File: config.mk
export PLATFORM = sky130hd
export DESIGN_NAME = rst_set_seq
export DESIGN_NICKNAME = d
export VERILOG_FILES = /design/src/rtl/rst_set_seq_pkg.sv /design/src/rtl/rst_sync_chain.sv /design/src/rtl/rst_set_seq.sv
export SDC_FILE = /design/constraint.sdc
export NUM_CORES = 1
export LEC_CHECK = 0
export ABC_AREA = 1
export ABC_CLOCK_PERIOD_IN_PS = 1600
export BUFFER_PORTS_ARGS = -buffer_cell sky130_fd_sc_hd__clkbuf_2
export CORE_AREA = 2 2 40 42
export CTS_BUF_LIST = sky130_fd_sc_hd__clkbuf_4 sky130_fd_sc_hd__clkbuf_8 sky130_fd_sc_hd__clkbuf_16
export DETAILED_ROUTE_END_ITERATION = 10
export DIE_AREA = 0 0 42 44
export HOLD_SLACK_MARGIN = 0.12
export PLACE_DENSITY = 0.68
export SLEW_MARGIN = 20
export SYNTH_ARGS = -nofsm -noshare
export SYNTH_HDL_FRONTEND = slang
export SYNTH_SLANG_ARGS = --single-unit
export TNS_END_PERCENT = 10
File: constraint.sdc
create_clock -name CK -period 1.6 [get_ports CK]
set_input_delay 0.32 -clock CK [delete_from_list [all_inputs] [get_ports CK]]
set_output_delay 0.32 -clock CK [all_outputs]
set_load 0.01 [all_outputs]
File: src/rtl/rst_set_seq_pkg.sv
// Shared types and defaults for the reset/preset sequencer.
// The counter-width helper sizes the one counter that serves both the hold and guard phases.
package rst_set_seq_pkg;

  typedef enum logic [2:0] {
    ST_RESET    = 3'd0,
    ST_HOLD_RST = 3'd1,
    ST_HOLD_SET = 3'd2,
    ST_GUARD    = 3'd3,
    ST_RUN      = 3'd4
  } state_t;

  localparam int SYNC_STAGES_DEF = 2;
  localparam int MIN_WIDTH_DEF   = 4;
  localparam int GUARD_DEF       = 2;

  function automatic int cnt_w(input int min_width, input int guard_cycles);
    int max_v;
    max_v = (min_width > guard_cycles) ? min_width : guard_cycles;
    return $clog2(max_v + 1);
  endfunction

endpackage

File: src/rtl/rst_sync_chain.sv
// Reset-release synchronizer. It is cleared asynchronously and shifts in ones on each clock edge.
// o_sync_next is the value the last stage loads on the next edge, so a consumer can act on that same edge.
module rst_sync_chain #(
  parameter int STAGES = 2
) (
  input  logic i_ck,
  input  logic i_rn,
  output logic o_sync,
  output logic o_sync_next
);

  logic [STAGES-1:0] r_chain;

  always_ff @(posedge i_ck or negedge i_rn) begin
    if (!i_rn) begin
      r_chain <= '0;
    end else begin
      r_chain <= {r_chain[STAGES-2:0], 1'b1};
    end
  end

  assign o_sync      = r_chain[STAGES-1];
  assign o_sync_next = r_chain[STAGES-2];

endmodule

File: src/rtl/rst_set_seq.sv
// Drives the RN/SN pins of a DFFRS bank. Reset asserts asynchronously and releases synchronously.
// Each assertion has a fixed width and a recovery guard, and RN/SN are never low together.
module rst_set_seq
  import rst_set_seq_pkg::*;
#(
  parameter int SYNC_STAGES  = SYNC_STAGES_DEF,
  parameter int MIN_WIDTH    = MIN_WIDTH_DEF,
  parameter int GUARD_CYCLES = GUARD_DEF
) (
  input  logic CK,
  input  logic RN,
  input  logic SW_RST_REQ,
  input  logic PRESET_REQ,
  output logic RN_OUT,
  output logic SN_OUT,
  output logic CK_EN,
  output logic RST_DONE,
  output logic REQ_DROP
);

  localparam int CNT_W = cnt_w(MIN_WIDTH, GUARD_CYCLES);
  localparam logic [CNT_W-1:0] MIN_LOAD   = CNT_W'(MIN_WIDTH - 1);
  localparam logic [CNT_W-1:0] GUARD_LOAD = CNT_W'(GUARD_CYCLES - 1);

  state_t           r_state;
  state_t           w_state_next;
  logic [CNT_W-1:0] r_cnt;
  logic [CNT_W-1:0] w_cnt_next;
  logic             r_rn_out;
  logic             r_sn_out;
  logic             r_ck_en;
  logic             r_rst_done;
  logic             r_req_drop;
  logic             w_drop_next;
  logic             w_req_any;
  logic             w_sync;
  logic             w_sync_next;
  logic             w_cnt_zero;

  rst_sync_chain #(
    .STAGES (SYNC_STAGES)
  ) u_sync (
    .i_ck        (CK),
    .i_rn        (RN),
    .o_sync      (w_sync),
    .o_sync_next (w_sync_next)
  );

  assign w_req_any  = SW_RST_REQ | PRESET_REQ;
  assign w_cnt_zero = (r_cnt == '0);

  always_comb begin
    w_state_next = r_state;
    w_cnt_next   = r_cnt;
    w_drop_next  = 1'b0;
    case (r_state)
      ST_RESET: begin
        // Leave on the edge where the last synchronizer stage turns 1.
        if (w_sync | w_sync_next) begin
          w_state_next = ST_HOLD_RST;
          w_cnt_next   = MIN_LOAD;
        end
        w_drop_next = w_req_any;
      end
      ST_HOLD_RST, ST_HOLD_SET: begin
        if (w_cnt_zero) begin
          w_state_next = ST_GUARD;
          w_cnt_next   = GUARD_LOAD;
        end else begin
          w_cnt_next = r_cnt - 1'b1;
        end
        w_drop_next = w_req_any;
      end
      ST_GUARD: begin
        if (w_cnt_zero) begin
          w_state_next = ST_RUN;
        end else begin
          w_cnt_next = r_cnt - 1'b1;
        end
        w_drop_next = w_req_any;
      end
      ST_RUN: begin
        // When both requests arrive together, reset takes priority and the preset is reported as dropped.
        if (SW_RST_REQ) begin
          w_state_next = ST_HOLD_RST;
          w_cnt_next   = MIN_LOAD;
          w_drop_next  = PRESET_REQ;
        end else if (PRESET_REQ) begin
          w_state_next = ST_HOLD_SET;
          w_cnt_next   = MIN_LOAD;
        end
      end
      default: begin
        w_state_next = ST_RESET;
        w_cnt_next   = '0;
      end
    endcase
  end

  // Outputs are decoded from the next state, so every output is a flop.
  always_ff @(posedge CK or negedge RN) begin
    if (!RN) begin
      r_state    <= ST_RESET;
      r_cnt      <= '0;
      r_rn_out   <= 1'b0;
      r_sn_out   <= 1'b1;
      r_ck_en    <= 1'b0;
      r_rst_done <= 1'b0;
      r_req_drop <= 1'b0;
    end else begin
      r_state    <= w_state_next;
      r_cnt      <= w_cnt_next;
      r_rn_out   <= (w_state_next != ST_RESET) && (w_state_next != ST_HOLD_RST);
      r_sn_out   <= (w_state_next != ST_HOLD_SET);
      r_ck_en    <= (w_state_next == ST_RUN);
      r_rst_done <= r_rst_done | (w_state_next == ST_RUN);
      r_req_drop <= w_drop_next;
    end
  end

  assign RN_OUT   = r_rn_out;
  assign SN_OUT   = r_sn_out;
  assign CK_EN    = r_ck_en;
  assign RST_DONE = r_rst_done;
  assign REQ_DROP = r_req_drop;

endmodule

# ---- After elaboration in Yosys (flattened, before gate mapping)
# Cells that the tools add are included.
# Widths: inputs -> output; s select.
dict set report totals {
  ff_bits 13
  inputBits 4
}
dict set report classes {
  n_mux 14
  eq_ne 10
  bitwise 3
  add_sub_neg 1
  reduce_logical 7
}
# cell count
set op_table {}
lappend op_table {{$mux 3} 10}
lappend op_table {{$pmux 3 s4} 2}
lappend op_table {{$eq 3x2->1 const B} 2}
lappend op_table {{$eq 3x3->1 const B} 2}
lappend op_table {{$logic_not 3->1} 2}
lappend op_table {{$ne 2x2->1 const B} 2}
lappend op_table {{$reduce_or 4->1} 1}
lappend op_table {{$eq 3x1->1 const B} 1}
lappend op_table {{$ne 3x1->1 const B} 1}
lappend op_table {{$ne 3x2->1 const B} 1}
lappend op_table {{$ne 3x3->1 const B} 1}
lappend op_table {{$or 1x1->1} 3}
lappend op_table {{$reduce_and 3->1} 1}
lappend op_table {{$reduce_bool 3->1} 1}
lappend op_table {{$sub 3x1->3 const B} 1}
lappend op_table {{$pmux 1 s2} 1}
lappend op_table {{$reduce_or 2->1} 1}
lappend op_table {{$logic_and 1x1->1} 1}
lappend op_table {{$mux 1} 1}

# ---- Logic depth before layout (Yosys ltp)
dict set report logic_depth {
  word_depth 5
  ltp_mapped 10
  depth_no_buf 10
}

# ---- Cells and area by module
# A second synthesis with hierarchy kept.
dict set report hier_totals {
  cells_unflattened 87
  area_unflattened_um2 666.9
}
# mod seq_area_each_um2 cells_per_inst instances area_per_inst_um2
set modules_own_cells {}
lappend modules_own_cells {rst_set_seq 276.5 84 1 613.1}
lappend modules_own_cells {rst_sync_chain 50.0 3 1 53.8}

# ---- Worst setup path before layout
# No wires, ideal clock.
dict set report synth_timing {
  kind {reg2reg}
  from {register r_cnt[0]}
  to {register r_rst_done (netlist: RST_DONE)}
  synth_period_minus_slack_ns 1.226
  setup_slack_ns 0.374
  path_buffers 0
  arrival_ns 1.101
  setup_ns 0.124
  path_stages_with_launch 8
  path_cell_list {dfrtp_1 inv_1 ha_1 nand2_1 inv_1 nand2_1 nand2_2 or2_1}
}
dict set report synth_between {
  elab_chain_len 5
  word_cells_on_any_way 6
  cone_classes {1 x eq/ne; 3 x mux; 1 x bitwise; 1 x reduce/logical}
}
# item line_no
set synth_lines {}
lappend synth_lines {{from (decl)} rst_set_seq.sv:27} ;# logic [CNT_W-1:0] r_cnt;
lappend synth_lines {{from (signal assigned)} rst_set_seq.sv:112} ;# r_cnt <= w_cnt_next;
lappend synth_lines {{$logic_not 3->1 (*)} rst_set_seq.sv:50} ;# assign w_cnt_zero = (r_cnt == '0);
lappend synth_lines {{$mux 3 (on tied branches)} {rst_set_seq.sv:75, rst_set_seq.sv:66}}
lappend synth_lines {{$pmux 3 s4 (*)} rst_set_seq.sv:56} ;# case (r_state)
lappend synth_lines {{via w_state_next[2]} rst_set_seq.sv:26} ;# state_t w_state_next;
lappend synth_lines {{$eq 3x3->1 (*)} rst_set_seq.sv:116} ;# r_rst_done <= r_rst_done | (w_state_next == ST_RUN);
lappend synth_lines {{$or 1x1->1 (*)} rst_set_seq.sv:116}
lappend synth_lines {{to (signal assigned)} rst_set_seq.sv:116}
lappend synth_lines {{to (decl)} rst_set_seq.sv:32} ;# logic r_rst_done;
# Mark *: on every way through the listed nets, which the timed path passes. The rest lies on a longest branch.
# A chain may end at the register's enable or synchronous reset.

# ---- Final worst setup path
# Same ends and word-level chain as after synthesis.

==> flow_metrics.env <==
export IMPL_status="complete, no violations"
export IMPL_hold_end="REQ_DROP$_DFF_PN0_"
export IMPL_drt_pass1_iter_count=4
export IMPL_ir_drop_mv=0.806
export IMPL_drt_iter0_drc=11
export IMPL_period_minus_slack_ns=1.34
export IMPL_row_count=14
export IMPL_die_h_um=44
export IMPL_grt_use_total=0.154
export IMPL_seq_power_share=0.372
export IMPL_critPathArrivalTime_ns=1.50
export IMPL_grt_pass1_wl_mm=2.13
export IMPL_ys_seq_area_frac=0.490
export IMPL_cp_start_kind="flip-flop"
export IMPL_clock_sinks=13
export IMPL_synth_common_cells="31 x nand2_1, 12 x dfrtp_1, 12 x inv_1"
export IMPL_grt_pass1_vias=538
export IMPL_max_freq_ghz=0.744
export IMPL_clk_latency_ns=0.27
export IMPL_syn_mean_instance_area_um2=7.67
export IMPL_p_clk_frac=0.160
export IMPL_dr_total_vias=562
export IMPL_routed_wl_mm=1.16
export IMPL_required_ns=1.75
export IMPL_holdPathStages=3
export IMPL_hp_class="input pin to flip-flop"
export IMPL_yosys_warnings=0
export IMPL_yosysTopAreaCellShare=0.450
export IMPL_core_area_um2=1420
export IMPL_drive_above_1_share=0.190
export IMPL_cts_buffers=3
export IMPL_post_route_period_util=0.840
export IMPL_synth_top_area_cell="dfrtp_1"
export IMPL_yosys_register_bits=13
export IMPL_p_sw_frac=0.424
export IMPL_setup_viol=0
export IMPL_final_hold_violation_count=0
export IMPL_synth_cell_type_count=17
export IMPL_syn_nets=93
export IMPL_synthTopCellsByArea="dfrtp_1 45%, nand2_1 17%, inv_1 6.8%"
export IMPL_yosysMostFrequentCell="nand2_1"
export IMPL_htree_levels=1
export IMPL_timing_rr_end="RST_DONE$_DFF_PN0_"
export IMPL_wl_per_cell_um=10.0
export IMPL_holdCritStartpoint="SW_RST_REQ"
export IMPL_clk_pin_slew_worst_paths_ns=0.08
export IMPL_die_w_um=42
export IMPL_path_class="flip-flop to flip-flop"
export IMPL_gp_congestion=0.821
export IMPL_grt_max_degree=14
export IMPL_area_growth_pct=15.0
export IMPL_rsz0062_at_grt="false"
export IMPL_p_int_mw=0.769
export IMPL_p_switching_mw=0.565
export IMPL_reg2reg_from="r_cnt[0]$_DFFE_PN0P_"
export IMPL_drtAntennaViolNets=0
export IMPL_worst_clock_skew_ns=0.00451
export IMPL_reg2reg_slack_ns=0.26
export IMPL_layout_nets=107
export IMPL_vias_per_cell=4.84
export IMPL_async_reset_ff_frac=1.00
export IMPL_cts_path_max_buffers=2
export IMPL_drc=0
export IMPL_crit_fanout=5
export IMPL_antenna_found_initial=0
export IMPL_cellLeakagePower_nw=0.444
export IMPL_timing_setup_tns_ns=0
export IMPL_synth_edf_count=0
export IMPL_n_antenna_cell=0
export IMPL_cp_startpoint="r_cnt[0]$_DFFE_PN0P_"
export IMPL_final_cell_count_no_fill=116
export IMPL_netlist_area_um2=667
export IMPL_power_density_nw_per_um2=1740
export IMPL_io_buffers=8
export IMPL_place_inst=111
export IMPL_io_pins=9
export IMPL_syn_inst=87
export IMPL_comb_power_share=0.468
export IMPL_drv_slew=0
export IMPL_cts_resized=0
export IMPL_cap_violations=0
export IMPL_globalRouteOverflowTotal=0
export IMPL_clock_root_buffer="clkbuf_4"
export IMPL_start_util=0.470
export IMPL_end_kind="flip-flop"
export IMPL_synth_main_ff_cell="dfrtp_1"
export IMPL_die_area_um2=1850
export IMPL_worst_r2r_cell_count=7
export IMPL_cts_tree="built"
export IMPL_dp_hpwl_um=911
[metal layers]
metal	global-route usage	vias to the layer above	part of all wire
li1	-	292	-
met4	0.0774	0	0
met1	0.204	255	0.48
met5	0	-	0
met3	0.0375	0	0.047
met2	0.234	15	0.48
[power by group through the flow]
stage / clock network [mW] / logic, mW / registers, mW
final: 0.213 / 0.624 / 0.497
after global routing: 0.231 / 0.739 / 0.510
after CTS: 0.220 / 0.630 / 0.496
after detailed placement: 0 / 0.625 / 0.502
after global placement: 0 / 0.623 / 0.501
after floorplan: 0 / 0.479 / 0.503
[worst max path at each step]
stage	to	slack, ns
after floorplan	RST_DONE$_DFF_PN0_	0.37
after global placement	r_cnt[1]$_DFFE_PN0P_	0.26
after detailed placement	RST_DONE$_DFF_PN0_	0.27
after CTS	r_cnt[1]$_DFFE_PN0P_	0.24
after global routing	r_cnt[1]$_DFFE_PN0P_	0.07
final	RST_DONE$_DFF_PN0_	0.26
[cell usage in the layout, fill, tap and decap left out]
master,n
dlygate4sd3_1,1
a21oi_1,2
nor2_1,5
nand3_1,8
clkbuf_2,8
nor2_2,3
o21bai_1,2
conb_1,1
dfrtp_1,12
o21a_1,1
o21ai_0,2
nand3b_1,1
or2_1,1
nand2_1,31
ha_1,2
nand2_2,2
inv_2,1
clkbuf_4,4
inv_1,12
dfstp_2,1
[cell families (layout without fill, tap and decap cells)]
kind of cell	after synthesis	count (layout)	share of synthesized area
other	1	1	0.00562
AOI/OAI and AO/OA	7	7	0.0638
and+or+nand+nor	51	51	0.330
buffers and inverters	13	26	0.0732
adders and majority gates	2	2	0.0375
DFF	13	13	0.490
[state kept, by name (all words and copies together) (netlist names)]
signal	count
r_cnt	3
r_state	3
u_sync.r_chain	2
CK_EN	1
REQ_DROP	1
RN_OUT	1
RST_DONE	1
SN_OUT	1
[critical path: stages (launching register included)]
cell and delay (ns):
dfrtp_1 0.35, inv_1 0.07, ha_1 0.19, nand2_1 0.10, inv_1 0.10, nand2_1 0.13, nand2_2 0.09, or2_1 0.21
[layout make-up]
class / count / area [µm²]
Tap cell: 16 / 20.0
Sequential cell: 13 / 327
Fill cell: 129 / 652
Clock buffer: 4 / 30.0
Timing Repair Buffer: 9 / 50.0
Inverter: 13 / 48.8
Multi-Input combinational cell: 61 / 292
[what timing repair did]
item | in CTS | in global routing
setup buffers | 0 | 0
hold endpoints to repair | 12 | 0
setup endpoints to repair | 0 | 0
hold buffers | 1 | 0
[stage by stage]
stage / hold WS, ns / setup slack [ns] / utilization / total power, mW / instance area, µm²
after detailed placement: 0.225 / 0.270 / 0.512 / 1.13 / 727
after floorplan: 0.0244 / 0.374 / - / 0.982 / 667
after global routing: 0.385 / 0.0703 / 0.541 / 1.48 / 767
after CTS: 0.320 / 0.242 / 0.541 / 1.35 / 767
final: 0.327 / 0.257 / 0.541 / 1.33 / 767
after global placement: 0.226 / 0.264 / 0.512 / 1.12 / 727
Note: power is estimated with default switching activity, not from simulation.
